[config.mk]
export PLATFORM = sky130hd
export DESIGN_NAME = cntr8_ctrl
export DESIGN_NICKNAME = d
export VERILOG_FILES = /design/src/rtl/cntr8_ctrl.sv
export SDC_FILE = /design/constraint.sdc
export NUM_CORES = 1
export LEC_CHECK = 0
export ABC_AREA = 1
export CAP_MARGIN = 20
export CORE_MARGIN = 2
export CORE_UTILIZATION = 38
export DETAILED_ROUTE_END_ITERATION = 7
export GPL_TIMING_DRIVEN = 0
export PLACE_DENSITY = 0.86
export SETUP_SLACK_MARGIN = 0.4
export SLEW_MARGIN = 20
export SYNTH_ARGS = -nofsm -noshare
export SYNTH_HDL_FRONTEND = slang
export SYNTH_SLANG_ARGS = --single-unit
[constraint.sdc]
create_clock -name clk -period 1.2 [get_ports clk]
set_input_delay 0.24 -clock clk [delete_from_list [all_inputs] [get_ports clk]]
set_output_delay 0.24 -clock clk [all_outputs]
set_load 0.01 [all_outputs]
[src/rtl/cntr8_ctrl.sv]
// Control stage of the 8-bit counter: state register, next-state logic and
// value register, closing the loop through the external os_logic datapath.
module cntr8_ctrl #(
  parameter int unsigned WIDTH = 8
) (
  input  logic             clk,
  input  logic             reset_n,
  input  logic             en,
  input  logic             load,
  input  logic             inc,
  input  logic [WIDTH-1:0] d_in,
  input  logic [WIDTH-1:0] os_d_out,
  output logic [2:0]       o_state,
  output logic [WIDTH-1:0] o_val
);

  typedef enum logic [2:0] {
    IDLE = 3'b000,
    LOAD = 3'b001,
    INC  = 3'b010,
    INC2 = 3'b011,
    DEC  = 3'b100,
    DEC2 = 3'b101
  } state_t;

  // Held as a plain vector so unused codes 110/111 are representable and recoverable.
  logic [2:0] state;
  logic [2:0] next_state;

  always_comb begin
    next_state = IDLE;
    if (state == 3'b110 || state == 3'b111) begin
      next_state = IDLE;
    end else if (!en) begin
      next_state = IDLE;
    end else if (load) begin
      next_state = LOAD;
    end else if (inc) begin
      next_state = (state == INC) ? INC2 : INC;
    end else begin
      next_state = (state == DEC) ? DEC2 : DEC;
    end
  end

  always_ff @(posedge clk or negedge reset_n) begin
    if (!reset_n) begin
      state <= IDLE;
      o_val <= '0;
    end else begin
      state <= next_state;
      // IDLE result is never captured, and the first step out of IDLE starts from the held value.
      if (next_state == LOAD) begin
        o_val <= d_in;
      end else if (next_state != IDLE && state != IDLE) begin
        o_val <= os_d_out;
      end
    end
  end

  assign o_state = state;

endmodule

### Yosys cells after proc, flatten, opt, wreduce, memory -nomap -nowiden

Cells that the tools add are included.

| storage, ports and cells | value |
|---|---|
| flip-flop bits (word level) | 11 |
| output and inout port bits | 11 |
| word-level logic and storage cells | 20 |

| cells by class | value |
|---|---|
| equal/unequal tests | 5 |
| mux-type cells | 8 |
| reductions and logical operators | 5 |

Operators by type and width:

| kind | number |
|---|---|
| two-way mux 8 bit | 2 |
| two-way mux 3 bit | 4 |
| equality test 3 bit, second input constant | 3 |
| nonzero test 3 bit | 2 |
| equality test 3 x 1 -> 1 bit, second input constant | 1 |
| equality test 3 x 2 -> 1 bit, second input constant | 1 |
| two-way mux 1 bit | 2 |
| nonzero test 2 bit | 1 |
| logical AND 1 bit | 1 |
| logical OR 1 bit | 1 |

### Longest topological paths before layout

| logic depth | value |
|---|---|
| word-level depth | 10 |
| mapped depth | 7 |

### Least setup slack after synthesis

Ideal clock, no wire load.

| path | value |
|---|---|
| path kind | register to register |
| start | reg state[1] (netlist: o_state[1]) |
| end | reg o_val[0] |
| required time | 1.084 ns |
| arrival | 0.986 ns |
| stages on the path, launching flop included | 7 |
| slack | 0.097 ns |
| setup time | 0.116 ns |
| cells stage by stage | dfrtp_1 nor2_1 nand2_4 nand2_8 inv_6 nand2_1 nand2_1 |

| between the ends | value |
|---|---|
| cells in the longest elaborated chain, start to end | 9 |
| elaborated cells on any way between the ends | 17 |
| classes of those cells | eq/ne: 5; mux: 7; reduce/logical: 5 |

RTL lines:

| what | line | RTL |
|---|---|---|
| start: declaration | 27 | `logic [2:0] state;` |
| start signal: assignment | 50 | `state <= next_state;` |
| equality test 3 bit or equality test 3 x 2 -> 1 bit (tied branches) | 41, 39 |  |
| two-way mux 1 bit, on equally long branches | 41, 39 |  |
| two-way mux 3 bit | 38 | `end else if (inc) begin` |
| two-way mux 3 bit | 36 | `end else if (load) begin` |
| two-way mux 3 bit | 34 | `end else if (!en) begin` |
| two-way mux 3 bit | 32 | `if (state == 3'b110 \|\| state == 3'b111) begin` |
| nonzero test 3 bit | 54 | `end else if (next_state != IDLE && state != IDLE) begin` |
| logical AND 1 bit | 54 |  |
| nonzero test 2 bit (no line) | - |  |
| end signal: assignment | 53 | `o_val <= d_in;` |
| end signal: assignment | 55 | `o_val <= os_d_out;` |
| end: declaration | 14 | `output logic [WIDTH-1:0] o_val` |

Several ways; a longest one is shown, not always the timed one.
A chain may end at the register's enable or synchronous reset.

### Final worst setup path

| path | value |
|---|---|
| start | reg state[0] (netlist: o_state[0]) |
| end | reg o_val[5] |

Same word-level chain as after synthesis.

==> impl_results.md <==
- Status: completed
- Uppermost layer routed: met4
- Commonest non-fill, non-tap cells in the layout: nand2_1, clkdlybuf4s50_1, buf_4, buf_2, dfrtp_1
- Critical path startpoint category: flip-flop
- #FFs+latches synth: 11
- Worst Tran Pin Value: 0.5110 ns
- Skew final: 0.003086 ns
- Post-Syn Nets: 101
- Root Driver: clkbuf_4
- Post-synthesis sequential area ratio: 43.56%
- Vias: 735
- First-pass GRT wire length: 2.898 mm
- Placer congestion estimate: 0.7897
- Post-synthesis xor/xnor area fraction: 0%
- Synthesis-to-finish area growth: 73.27%
- Synth Area in Adders: 0%
- Final wirelength: 1.950 mm
- TritonRoute pass-1 iters: 4
- ANT cells: 0
- Mapped cell area: 631.9 um^2
- Initial antenna violation count: 0
- Max-slew violations: 0
- Initial Util: 41.46%
- Commonest non-fill, non-tap cell in the layout: nand2_1
- Post-place instance area: 964.7 um^2
- IO Pins: 32
- Placement Setup Slack: -0.2224 ns
- YS warnings: 0
- Total Die Area: 0.002005 mm^2
- Lkg Pwr: 0.5669 nW
- # rows: 14
- Die width: 44.78 um
- Met2 wire len: 1.087 mm
- Max clock buf depth: 2
- Worst min path class: input port to flip-flop
- Setup-failing EPs final: 0
- Setup TNS Final: 0 ns
- Sink Count: 11
- DPL Wire Length: 1.153 mm
- Core area: 0.001524 mm^2
- Buffers added on ports: 30
- Post-Syn Instances: 80
- Vias in the first global route: 693
- Post-synthesis mux area share: 0%
- Largest net degree at the start of global routing: 12
- Setup CP Type: flip-flop to flip-flop
- Drt first-iter violations: 16
- Fin crit share: 95.00%
- Total number of H-tree levels: 1
- Unique masters post-synth: 14
- Highest Clock Rate: 877.2 MHz
- Final WS setup: 0.06004 ns
- Post-route minimum period: 1.140 ns
- Main combinational cell family by area after synthesis: simple AND/OR/NAND/NOR gates
- CP Capture Type: flip-flop
- CP required: 1.38 ns
- Die height: 44.78 um
- Num CTS Buffers: 3
- Multi-input logic area: 369.1 um^2
- Slew margin rel.: 65.83%
- Layout cells sized above 1: 37.01%
- Final Cell Area: 0.001095 mm^2
- Worst-path clk slew: 0.07 ns
- Crit path DAT: 1.32 ns
- CTS tree: yes
- Met3 routed WL: 113 um
- Synthesized-area fraction occupied by and/or/nand/nor cells: 49.31%
- Drc violations: 0
- Layout Nets: 149
- Fillers: 116
- VDD IR-drop max: 0.7520 mV
- Syn_area_per_cell: 7.898 um^2
- Metal-1 WL: 703 um
- Synth Area in Compound Gates: 0%
- Clk_lat worst skew: 0.28 ns
- Wire length per cell: 13.64 um
- Unrepaired setup endpoints after global routing: true
- Register Area: 277.8 um^2
- GRT overflow: 0
- Gr usage total: 21.19%
- Pwr Density: 1005 mW/mm^2
- Vias per cell: 5.140
- Final hold vios: 0
- CP max FO: 8
- Max-cap violations: 0
- ANT nets after route: 0
-- state kept, by name, indices dropped and copies added (netlist names) --
name	count
o_val	8
o_state	3
-- critical path: stages (launching register included) --
cell and delay, ns:
dfrtp_1 0.41, buf_6 0.13, nor2_4 0.13, nand2_4 0.09, nand2_8 0.11, inv_8 0.05, nand2_2 0.06, nand2_1 0.05
-- path summary, 6_finish.rpt --
| check | start | endpoint | slack, ns | cells past startpoint |
|---|---|---|---|---|
| setup / recovery | o_state[0]$_DFF_PN0_ | o_val[5]$_DFFE_PN0P_ | 0.06 | 7 |
| hold reg to reg | o_val[1]$_DFFE_PN0P_ | o_val[1]$_DFFE_PN0P_ | 0.48 | 2 |
| max in group asynchronous | reset_n | o_state[2]$_DFF_PN0_ | 0.54 | 1 |
| min in group asynchronous | reset_n | o_val[7]$_DFFE_PN0P_ | 0.29 | 1 |
| setup reg to reg | o_state[0]$_DFF_PN0_ | o_val[5]$_DFFE_PN0P_ | 0.06 | 7 |
| hold / removal | en | o_state[1]$_DFF_PN0_ | 0.27 | 3 |
-- where the power goes --
part	total (W)	switching, W	leakage [nW]	internal (W)
Combinational	0.000384	0.000182	0.416	0.000201
Sequential	0.000443	0.0000257	0.136	0.000417
Clock	0.000274	0.000145	0.0150	0.000129
-- per-layer routing --
| metal | GRT usage (%) | vias to the layer above |
|---|---|---|
| li1 | - | 357 |
| met5 | 0 | - |
| met1 | 20.30 | 346 |
| met4 | 14.71 | 0 |
| met2 | 39.13 | 27 |
| met3 | 5.200 | 5 |
-- metrics by stage --
stage / hold WS (ns) / total power, W / util [%] / instances
after floorplan: -0.05559 / 0.0005960 / - / 80
after global placement: 0.4616 / 0.0007781 / 63.30 / 126
after detailed placement: 0.4643 / 0.0007849 / 63.30 / 126
after CTS: 0.2581 / 0.001053 / 68.88 / 139
after global routing: 0.2565 / 0.001157 / 71.84 / 143
final: 0.2661 / 0.001101 / 71.84 / 143
-- area by class of cell --
class | count | share of cell area [%]
Sequential cell | 11 | 25.37
Tap cell | 16 | 1.829
Timing Repair Buffer | 42 | 32.11
Buffer | 2 | 1.714
Inverter | 5 | 2.857
Clock buffer | 4 | 2.400
Multi-Input combinational cell | 63 | 33.71
-- what timing repair did --
item	in CTS	in global routing
setup endpoints to repair	22	22
pin swaps	9	8
cloned	1	0
gates resized for setup	56	4
hold buffers	0	0
buffers inserted	8	4
-- cell usage after synthesis --
| master | n | area share [%] |
|---|---|---|
| inv_1 | 3 | 1.8 |
| dfrtp_1 | 11 | 44 |
| nand2_4 | 3 | 5.3 |
| nand4_1 | 8 | 7.9 |
| inv_6 | 1 | 1.4 |
| nand3_1 | 3 | 2.4 |
| nand2_1 | 41 | 24 |
| buf_4 | 1 | 1.2 |
| nand3_4 | 1 | 2.8 |
| nand2_8 | 1 | 3.2 |
| nor2_1 | 3 | 1.8 |
| inv_4 | 1 | 0.99 |
| buf_6 | 1 | 1.8 |
| nor3_1 | 2 | 1.6 |
-- cells by family after synthesis --
logic type             after synthesis
buffers and inverters                7
DFF                                 11
and+or+nand+nor                     62
Note: power is estimated with default switching activity, not from simulation.
